<file path="src/rtl/ps2_pkg.sv">
// ---------------------------------------------------------------------------
// ps2_pkg
// Shared definitions for the PS/2 keyboard decoder:
//   - PS2_EXT / PS2_BRK : extended and break prefix bytes
//   - key_code()        : 16-entry scan-code table (digits 0-9, Enter,
//                         Backspace, keypad +, keypad -, keypad *, /)
//   - ps2_event_t       : queued key event {ext, brk, code}
//   - rx_state_t        : frame receiver states
// ---------------------------------------------------------------------------
package ps2_pkg;

    localparam logic [7:0] PS2_EXT        = 8'hE0;
    localparam logic [7:0] PS2_BRK        = 8'hF0;
    localparam int         KEY_TABLE_SIZE = 16;

    typedef struct packed {
        logic       ext;
        logic       brk;
        logic [7:0] code;
    } ps2_event_t;

    typedef enum logic [1:0] {
        RX_IDLE,
        RX_DATA,
        RX_PARITY,
        RX_STOP
    } rx_state_t;

    // Table index i corresponds to bit i of the held-key bitmap.
    function automatic logic [7:0] key_code(input int idx);
        case (idx)
            0:       key_code = 8'h45;
            1:       key_code = 8'h16;
            2:       key_code = 8'h1E;
            3:       key_code = 8'h26;
            4:       key_code = 8'h25;
            5:       key_code = 8'h2E;
            6:       key_code = 8'h36;
            7:       key_code = 8'h3D;
            8:       key_code = 8'h3E;
            9:       key_code = 8'h46;
            10:      key_code = 8'h5A;
            11:      key_code = 8'h66;
            12:      key_code = 8'h79;
            13:      key_code = 8'h7B;
            14:      key_code = 8'h7C;
            15:      key_code = 8'h4A;
            default: key_code = 8'h00;
        endcase
    endfunction

endpackage

</file>
<file path="src/rtl/ps2_frame_rx.sv">
// ---------------------------------------------------------------------------
// ps2_frame_rx
// Oversamples the raw PS/2 lines on the system clock and receives 11-bit
// frames (start, 8 data LSB first, odd parity, stop).
// Ports:
//   clk, rst        system clock, synchronous active-high reset
//   ps2_clk/ps2_dat raw asynchronous PS/2 lines
//   byte_valid      one-cycle pulse, byte_data holds a good byte
//   byte_data       last received byte (stable while byte_valid)
//   frame_err       one-cycle pulse on bad start/parity/stop or timeout
// ---------------------------------------------------------------------------
module ps2_frame_rx
    import ps2_pkg::*;
#(
    parameter int TIMEOUT_CYCLES = 100000
) (
    input  logic       clk,
    input  logic       rst,
    input  logic       ps2_clk,
    input  logic       ps2_dat,
    output logic       byte_valid,
    output logic [7:0] byte_data,
    output logic       frame_err
);

    localparam int TW = $clog2(TIMEOUT_CYCLES + 1);
    localparam logic [TW-1:0] TMO_LAST = TW'(TIMEOUT_CYCLES - 1);

    logic            clk_s1_q, clk_s2_q, clk_s3_q;
    logic            dat_s1_q, dat_s2_q;
    rx_state_t       state_q, state_d;
    logic [2:0]      bit_cnt_q, bit_cnt_d;
    logic [7:0]      shift_q, shift_d;
    logic            parity_q, parity_d;
    logic [TW-1:0]   tmo_cnt_q, tmo_cnt_d;
    logic            byte_valid_q, byte_valid_d;
    logic            frame_err_q, frame_err_d;
    logic            fall;

    // clk_s3_q is the previous synchronised clock, so a 1->0 step between
    // s3 and s2 marks the one cycle on which the data line is sampled.
    assign fall = clk_s3_q & ~clk_s2_q;

    always_comb begin
        state_d      = state_q;
        bit_cnt_d    = bit_cnt_q;
        shift_d      = shift_q;
        parity_d     = parity_q;
        tmo_cnt_d    = tmo_cnt_q;
        byte_valid_d = 1'b0;
        frame_err_d  = 1'b0;
        if (fall) begin
            tmo_cnt_d = '0;
            case (state_q)
                RX_IDLE: begin
                    if (!dat_s2_q) begin
                        state_d   = RX_DATA;
                        bit_cnt_d = 3'd0;
                    end else begin
                        frame_err_d = 1'b1;
                    end
                end
                RX_DATA: begin
                    shift_d   = {dat_s2_q, shift_q[7:1]};
                    bit_cnt_d = bit_cnt_q + 3'd1;
                    if (bit_cnt_q == 3'd7) state_d = RX_PARITY;
                end
                RX_PARITY: begin
                    parity_d = dat_s2_q;
                    state_d  = RX_STOP;
                end
                default: begin
                    // Odd parity: data plus parity bit must have odd weight.
                    if (dat_s2_q && (^{shift_q, parity_q})) byte_valid_d = 1'b1;
                    else                                   frame_err_d  = 1'b1;
                    state_d = RX_IDLE;
                end
            endcase
        end else if (state_q != RX_IDLE) begin
            // A stalled partial frame is abandoned so the next start bit
            // is not misread as a data bit.
            if (tmo_cnt_q == TMO_LAST) begin
                state_d     = RX_IDLE;
                tmo_cnt_d   = '0;
                frame_err_d = 1'b1;
            end else begin
                tmo_cnt_d = tmo_cnt_q + TW'(1);
            end
        end else begin
            tmo_cnt_d = '0;
        end
    end

    always_ff @(posedge clk) begin
        if (rst) begin
            clk_s1_q     <= 1'b1;
            clk_s2_q     <= 1'b1;
            clk_s3_q     <= 1'b1;
            dat_s1_q     <= 1'b1;
            dat_s2_q     <= 1'b1;
            state_q      <= RX_IDLE;
            bit_cnt_q    <= 3'd0;
            shift_q      <= 8'h00;
            parity_q     <= 1'b0;
            tmo_cnt_q    <= '0;
            byte_valid_q <= 1'b0;
            frame_err_q  <= 1'b0;
        end else begin
            clk_s1_q     <= ps2_clk;
            clk_s2_q     <= clk_s1_q;
            clk_s3_q     <= clk_s2_q;
            dat_s1_q     <= ps2_dat;
            dat_s2_q     <= dat_s1_q;
            state_q      <= state_d;
            bit_cnt_q    <= bit_cnt_d;
            shift_q      <= shift_d;
            parity_q     <= parity_d;
            tmo_cnt_q    <= tmo_cnt_d;
            byte_valid_q <= byte_valid_d;
            frame_err_q  <= frame_err_d;
        end
    end

    assign byte_valid = byte_valid_q;
    assign byte_data  = shift_q;
    assign frame_err  = frame_err_q;

endmodule

</file>
<file path="src/rtl/ps2_key_decoder.sv">
// ---------------------------------------------------------------------------
// ps2_key_decoder
// PS/2 keyboard front end on CLOCK_50: receives frames, decodes E0/F0
// prefixes, tracks held table keys and queues key events in a FIFO.
// Ports:
//   CLOCK_50, RESET          system clock, synchronous active-high reset
//   PS2_CLK, PS2_DAT         raw asynchronous PS/2 lines
//   key_down[NUM_KEYS]       bit i = table key i currently held
//   ev_valid/ev_ready        FIFO head handshake
//   ev_code/ev_ext/ev_break  head event
//   frame_err                one-cycle pulse on a bad or timed-out frame
//   overflow                 sticky, an event was dropped on a full FIFO
// Build option: define TYPEMATIC_FILTER_EN to suppress auto-repeat make
// events for table keys that are already held.
// ---------------------------------------------------------------------------
module ps2_key_decoder
    import ps2_pkg::*;
#(
    parameter int NUM_KEYS       = 16,
    parameter int FIFO_DEPTH     = 8,
    parameter int TIMEOUT_CYCLES = 100000
) (
    input  logic                CLOCK_50,
    input  logic                RESET,
    input  logic                PS2_CLK,
    input  logic                PS2_DAT,
    output logic [NUM_KEYS-1:0] key_down,
    output logic                ev_valid,
    input  logic                ev_ready,
    output logic [7:0]          ev_code,
    output logic                ev_ext,
    output logic                ev_break,
    output logic                frame_err,
    output logic                overflow
);

    localparam int AW = $clog2(FIFO_DEPTH);
    localparam int CW = AW + 1;

    logic                rx_valid;
    logic [7:0]          rx_byte;
    logic                ext_q, ext_d;
    logic                brk_q, brk_d;
    logic [NUM_KEYS-1:0] key_down_q, key_down_d;
    ps2_event_t          mem_q [FIFO_DEPTH];
    ps2_event_t          mem_d [FIFO_DEPTH];
    logic [AW-1:0]       wr_ptr_q, wr_ptr_d, rd_ptr_q, rd_ptr_d;
    logic [CW-1:0]       count_q, count_d;
    logic                overflow_q, overflow_d;
    logic                push_req, push, pop, full;
    ps2_event_t          new_ev, head;
`ifdef TYPEMATIC_FILTER_EN
    logic                held_repeat;
`endif

    ps2_frame_rx #(.TIMEOUT_CYCLES(TIMEOUT_CYCLES)) u_rx (
        .clk        (CLOCK_50),
        .rst        (RESET),
        .ps2_clk    (PS2_CLK),
        .ps2_dat    (PS2_DAT),
        .byte_valid (rx_valid),
        .byte_data  (rx_byte),
        .frame_err  (frame_err)
    );

    // Prefix tracking and held-key bitmap. Prefixes accumulate until a
    // non-prefix byte arrives, which becomes the event and clears them.
    always_comb begin
        ext_d      = ext_q;
        brk_d      = brk_q;
        key_down_d = key_down_q;
        push_req   = 1'b0;
        new_ev     = '{ext: ext_q, brk: brk_q, code: rx_byte};
`ifdef TYPEMATIC_FILTER_EN
        held_repeat = 1'b0;
`endif
        if (rx_valid) begin
            if (rx_byte == PS2_EXT) begin
                ext_d = 1'b1;
            end else if (rx_byte == PS2_BRK) begin
                brk_d = 1'b1;
            end else begin
                push_req = 1'b1;
                ext_d    = 1'b0;
                brk_d    = 1'b0;
                if (!ext_q) begin
                    for (int i = 0; i < NUM_KEYS; i++) begin
                        if (rx_byte == key_code(i)) begin
`ifdef TYPEMATIC_FILTER_EN
                            if (!brk_q && key_down_q[i]) held_repeat = 1'b1;
`endif
                            key_down_d[i] = ~brk_q;
                        end
                    end
                end
            end
        end
`ifdef TYPEMATIC_FILTER_EN
        push_req = push_req & ~held_repeat;
`endif
    end

    // Event FIFO. A push into a full FIFO is still accepted when the head
    // is popped in the same cycle; otherwise the event is lost.
    always_comb begin
        pop        = (count_q != '0) & ev_ready;
        full       = (count_q == CW'(FIFO_DEPTH));
        push       = push_req & (~full | pop);
        overflow_d = overflow_q | (push_req & full & ~pop);
        mem_d      = mem_q;
        wr_ptr_d   = wr_ptr_q;
        rd_ptr_d   = rd_ptr_q;
        count_d    = count_q;
        if (push) begin
            mem_d[wr_ptr_q] = new_ev;
            wr_ptr_d        = wr_ptr_q + AW'(1);
        end
        if (pop) rd_ptr_d = rd_ptr_q + AW'(1);
        if (push && !pop)      count_d = count_q + CW'(1);
        else if (pop && !push) count_d = count_q - CW'(1);
    end

    always_ff @(posedge CLOCK_50) begin
        if (RESET) begin
            ext_q      <= 1'b0;
            brk_q      <= 1'b0;
            key_down_q <= '0;
            for (int i = 0; i < FIFO_DEPTH; i++) mem_q[i] <= '0;
            wr_ptr_q   <= '0;
            rd_ptr_q   <= '0;
            count_q    <= '0;
            overflow_q <= 1'b0;
        end else begin
            ext_q      <= ext_d;
            brk_q      <= brk_d;
            key_down_q <= key_down_d;
            mem_q      <= mem_d;
            wr_ptr_q   <= wr_ptr_d;
            rd_ptr_q   <= rd_ptr_d;
            count_q    <= count_d;
            overflow_q <= overflow_d;
        end
    end

    assign head     = mem_q[rd_ptr_q];
    assign key_down = key_down_q;
    assign ev_valid = (count_q != '0);
    assign ev_code  = head.code;
    assign ev_ext   = head.ext;
    assign ev_break = head.brk;
    assign overflow = overflow_q;

endmodule

</file>
<file path="config.mk">
export PLATFORM = sky130hd
export DESIGN_NAME = ps2_key_decoder
export DESIGN_NICKNAME = d
export VERILOG_FILES = /design/src/rtl/ps2_pkg.sv /design/src/rtl/ps2_frame_rx.sv /design/src/rtl/ps2_key_decoder.sv
export SDC_FILE = /design/constraint.sdc
export NUM_CORES = 1
export LEC_CHECK = 0
export ABC_AREA = 0
export CAP_MARGIN = 20
export CORE_MARGIN = 1.5
export CORE_UTILIZATION = 35
export DETAILED_ROUTE_END_ITERATION = 8
export HOLD_SLACK_MARGIN = 0.02
export PLACE_DENSITY_LB_ADDON = 0.2
export SLEW_MARGIN = 20
export SYNTH_ARGS = -nofsm -noshare
export SYNTH_HDL_FRONTEND = slang
export SYNTH_SLANG_ARGS = --single-unit
</file>
<file path="constraint.sdc">
create_clock -name CLOCK_50 -period 2.55 [get_ports CLOCK_50]
set_clock_uncertainty 0.2 [all_clocks]
set_input_delay 0.51 -clock CLOCK_50 [delete_from_list [all_inputs] [get_ports CLOCK_50]]
set_output_delay 0.51 -clock CLOCK_50 [all_outputs]
set_load 0.02 [all_outputs]
</file>
* After elaboration in Yosys (flattened, before gate mapping)
Index checks and enable logic that the tools add are counted.
** Word-level totals
- Bits in registers :: 147
- Bits of input ports :: 5
- Logic and storage cells :: 244
** Cells by class
- $add $sub $neg :: 6
- $lt $le $gt $ge :: 3
- Eq/ne operators :: 27
- Mux-type cells :: 93
- Bitwise logic cells :: 18
- Reductions and logical operators :: 39
** Operator list (number)
- 2-to-1 mux 8 bit :: 64
- == test 8 bit :: 16
- bitwise mux 80 bit :: 1
- AND reduction 5 bit :: 16
- binary-select mux 10 bit (select 3 bit) :: 1
- demux 10 bit (select 3 bit) :: 1
- 2-to-1 mux 10 bit :: 3
- adder 17 x 1 -> 17 bit, second input constant :: 1
- == test 17 bit, second input constant :: 1
- == test 8 bit, second input constant :: 2
- 2-to-1 mux 1 bit :: 12
- 2-to-1 mux 2 bit :: 5
- nonzero test 2 bit :: 5
- adder 3 x 1 -> 3 bit, second input constant :: 3
- inverter 1 bit :: 9
- parity 9 bit :: 1
- >= comparator 4 bit, second input constant :: 2
- 2-to-1 mux 4 bit :: 2
- inverter 3 -> 4 bit :: 2
- AND reduction 2 bit :: 4
- inequality test 3 bit, second input constant :: 2
- one-hot mux 2 bit (3 select lines) :: 1
- one-hot mux 3 bit (2 select lines) :: 1
- bitwise AND 1 bit :: 5
- 20 further kinds :: 26

* Longest topological paths before layout
- Depth after elaboration :: 9
- Mapped depth :: 13

* Modules after synthesis
From an unflattened synthesis, not the netlist that was laid out.
** Unflattened totals
- Cell total of the unflattened synthesis :: 683
- Area total of the unflattened synthesis :: 7176.9 um2
** Modules (own cells, without submodules)
- ps2_key_decoder :: instances 1, cells each 497, area each 5380.2 um2, seq. area each 2182.1 um2
- ps2_frame_rx :: instances 1, cells each 186, area each 1796.7 um2, seq. area each 760.7 um2

* Worst setup path before layout
Ideal clock, no wire load.
- Path type :: reg-to-reg
- Start :: register count_q[0]
- End :: register count_q[3]
- Library setup time :: 0.071 ns
- Data arrival time :: 2.496 ns
- Required time :: 2.279 ns
- Slack :: -0.216 ns
- Stages on the path, launching flop included :: 13
- Period minus slack after synthesis :: 2.766 ns
- Cell sequence :: dfxtp_1 nor3_1 nand3b_1 and3_1 clkbuf_1 ha_1 inv_1 ha_1 a21o_1 a21oi_1 xnor2_1 or3_1 a21oi_1
** On the way
- Word-level cells in the longest chain between the ends :: 7
- Elaborated cells on any way between the ends :: 15
** Ends and longest elaborated chain
- start: declaration :: line ps2_key_decoder.sv:48 : logic [CW-1:0] count_q, count_d;
- start signal: assignment :: line ps2_key_decoder.sv:140 : count_q <= count_d;
- nonzero test 4 bit / == test 4 bit (equally long branches) :: line ps2_key_decoder.sv:106, ps2_key_decoder.sv:107
- bitwise AND 1 bit / inverter 1 bit (equally long branches) :: line ps2_key_decoder.sv:106, ps2_key_decoder.sv:108
- bitwise OR 1 bit (*) :: line ps2_key_decoder.sv:108 : push = push_req & (~full | pop);
- bitwise AND 1 bit (*) :: line ps2_key_decoder.sv:108
- net push :: line ps2_key_decoder.sv:50 : logic push_req, push, pop, full;
- logical NOT 1 bit :: line ps2_key_decoder.sv:120 : else if (pop && !push) count_d = count_q - CW'(1);
- logical AND 1 bit :: line ps2_key_decoder.sv:120
- nonzero test 2 bit (no line)
Mark *: on every way through the listed nets, which the timed path passes. The rest lies on a longest branch. The select of a mux whose other input is x is not followed.
A chain may end at the register's enable or synchronous reset.

* Worst setup path in the final report
- Start :: register rd_ptr_q[0]
- End :: output ev_code[6]
** On the way
- Word-level cells in the longest chain between the ends :: 4
** Ends and longest elaborated chain
- start: declaration :: line ps2_key_decoder.sv:47 : logic [AW-1:0] wr_ptr_q, wr_ptr_d, rd_ptr_q, rd_ptr_d;
- start signal: assignment :: line ps2_key_decoder.sv:139 : rd_ptr_q <= rd_ptr_d;
- inverter 3 -> 4 bit (implied by the code) :: line ps2_key_decoder.sv:145 : assign head = mem_q[rd_ptr_q];
- binary-select mux 10 bit (select 3 bit) :: line ps2_key_decoder.sv:145
- 2-to-1 mux 10 bit (implied by the code) (2 in a row) :: line ps2_key_decoder.sv:145
- end: declaration :: line ps2_key_decoder.sv:30 : output logic [7:0] ev_code,
Every way passes these cells. The select of a mux whose other input is x is not followed.

==> impl_metrics.py <==
metrics = {
    "timing": {
        "max_slew_margin_pct": 59.7,
        "final-max-slew-violation-count": 0,
        "fin_ws_ps": -78.7,
        "min_period_ps": 2630,
        "rsz0062_at_grt": "true",
        "fmax_ghz": 0.380,
        "worst_pin_slew_ps": 605,
        "setup_viol": 10,
        "fin_crit_sh_pct": 103,
        "hold_viol": 0,
    },
    "worst_setup_path": {
        "cp_max_fo": 10,
        "rr_worst_depth": 11,
        "critical_path_class": "reg2out",
        "reg2reg_to": "count_q[3]",
        "cp.required_ps": 1840,
        "r2r_start": "count_q[2]",
        "worstPathArrival_ps": 1920,
        "reg2reg_slack_ps": 70,
        "crit_path_end_kind": "output pin",
        "critPathLaunchType": "flip-flop",
    },
    "grt": {
        "antenna_found_initial": 0,
        "overflow": 0,
        "grt.total_usage_pct": 16.5,
        "grt_pass1_vias": 4945,
        "grt_pass1_wl_um": 25600,
        "grt_max_degree": 131,
    },
    "place": {
        "place_area_sq_um": 7490,
        "io_buffers": 33,
        "hpwl_um": 10200,
        "place_ws_ps": -396,
        "gp_congestion": 0.759,
    },
    "finish": {
        "antennaDiodeCount": 0,
        "fin_area_sq_um": 8170,
        "area_growth_pct": 22.7,
        "fin_util_pct": 43.7,
        "fin_nets": 731,
        "drive_gt1_share_pct": 18.2,
    },
    "yosys": {
        "synth_top_area_share_pct": 44.2,
        "synth-seq-area-share_pct": 44.2,
        "syn_inst": 670,
        "synth-seq-cells": 147,
        "asyncSetResetFlopFracSynth_pct": 0,
        "yosys.area.top_type": "dfxtp_1",
        "syn_area_sq_um": 6660,
        "ys_types": 46,
        "synth_top_flop_cell": "dfxtp_1",
        "ys_top_cells_by_area": "dfxtp_1, mux2i_1, nor2_1",
        "synth_edf_count": 0,
        "avgSynthCellArea_sq_um": 9.93,
        "syn_nets": 688,
        "yosys_warnings": 0,
    },
    "worst_hold_path": {
        "hold_depth": 1,
        "worstHoldStart": "u_rx.dat_s1_q",
        "hold_class": "reg2reg",
        "holdPathEnd": "u_rx.dat_s2_q",
    },
    "power_and_ir_drop": {
        "power.density_nw_per_um2": 643,
        "p_leak_nw": 3.22,
        "ir_worst_vdd_mv": 0.446,
    },
    "clocking": {
        "clkTransAtPathRegs_ps": 60,
        "cts_root_buffer": "clkbuf_16",
        "cts_tree": "yes",
        "cts_inserted_buffers": 17,
        "clockBufferDepth": 2,
        "insertion_delay_ps": 430,
        "cts_htree_levels": 4,
        "cts_sinks": 147,
    },
    "die": {
        "rows": 50,
        "core-area_sq_um": 18700,
        "ios": 34,
        "die_h_um": 141,
        "die_width_um": 141,
        "dieArea_sq_um": 19900,
        "start_util_pct": 35.6,
    },
    "drt": {
        "drc": 0,
        "wl_per_cell_um": 15.8,
        "totalWireLength_um": 15200,
        "initialDrtViolationCount": 341,
        "firstDrtPassIters": 4,
        "final_antenna_net_count": 0,
        "vias_per_cell": 5.04,
        "num_vias": 4843,
    },
    "run_status": {
        "status": "finished, violations left",
        "violations": "negative setup slack",
    },
    "flow_run": {
        "maxCapViolCount": 0,
    },
}
logic make-up after synthesis:
logic type                 share of synthesized area, %
AOI/OAI and AO/OA                                  2.54
xor gates and xnor gates                           4.02
adders and majority gates                          2.56
buffers and inverters                              3.76
DFF                                                44.2
muxes                                              23.4
and+or+nand+nor                                    19.5
repair_timing:
action                                  in CTS  in global routing
buffers inserted                             1                  1
pin swaps                                    0                  2
hold buffers                                 0                  0
gates resized for setup                     72                  7
endpoints found under the setup margin      10                 12
through the flow:
stage               total power, mW  hold WS [ps]  setup TNS [ps]  instances
finish                         5.26           197            -449        960
global route                   5.47           223           -1080        960
CTS                            5.31           203            -734        959
detailed placement             2.85           192           -1860        926
global placement               2.84           185           -1390        926
floorplan                      2.69           183               0        670
cells in the mapped netlist, drive strengths merged (2+ instances only):
library cell	count
nor2	135
and3	6
buf	19
xor2	13
a21oi	21
mux4	20
nor3b	2
nand2	33
dfxtp	147
and4	3
clkbuf	30
nand3	23
xnor2	15
nand4b	4
nor2b	4
or2	7
inv	6
ha	12
nor3	14
nor4b	4
mux2i	98
nand2b	8
and2	2
nand3b	2
nand4	12
nor4	3
o211ai	2
mux2	11
o21ai	2
sequential cells by signal (all words and copies together) (netlist names):
name,flops
mem_q,80
brk_q,1
u_rx.dat_s2_q,1
u_rx.byte_data,8
ext_q,1
u_rx.clk_s3_q,1
u_rx.frame_err,1
u_rx.clk_s1_q,1
u_rx.bit_cnt_q,3
overflow,1
u_rx.byte_valid,1
count_q,4
wr_ptr_q,3
u_rx.state_q,2
u_rx.dat_s1_q,1
key_down,16
u_rx.tmo_cnt_q,17
u_rx.parity_q,1
rd_ptr_q,3
u_rx.clk_s2_q,1
worst max-delay path, cell delays in order (launching register included):
cell	delay, ps
dfxtp_4	380
buf_12	150
mux4_2	510
mux2_4	300
buf_6	140
worst max path at each step:
| stage | start | to | slack [ps] | cells after the start |
|---|---|---|---|---|
| floorplan | ev_ready | count_q[3] | 20 | 11 |
| global placement | ev_ready | count_q[3] | -320 | 11 |
| detailed placement | ev_ready | count_q[3] | -400 | 11 |
| CTS | rd_ptr_q[0] | ev_code[6] | -110 | 4 |
| global route | rd_ptr_q[0] | ev_code[6] | -130 | 4 |
| finish | rd_ptr_q[0] | ev_code[6] | -80 | 4 |
report_power, final:
part / switching (mW) / total, mW / internal, mW
sequential: 0.0339 / 2.36 / 2.33
combinational: 0.239 / 0.472 / 0.234
clock: 0.913 / 2.42 / 1.51
total: 1.19 / 5.26 / 4.07
cells in the final DEF, fill, tap and decap left out, drive strengths merged, types with 13 or more instances in the layout:
cell type,instances
clkdlybuf4s50,21
nor2,135
clkbuf,23
xnor2,15
mux4,20
a21oi,21
nand2,33
xor2,13
buf,51
nand3,23
nor3,14
mux2i,98
dfxtp,147
metal layers:
metal | GRT usage, % | routed length, um
met1 | 20.5 | 7170
met5 | 0 | 0
met2 | 28.2 | 7430
met3 | 3.26 | 347
met4 | 6.41 | 241
final cells by class:
cell class	count	area (sq um)
clock buffers	23	478
well taps	234	293
clock inverters	9	104
flip-flops and latches	147	2950
repair buffers	73	752
multi-input cells	468	3570
fillers	1752	10500
inverters	6	22.5
(Power assumes the default switching activity.)
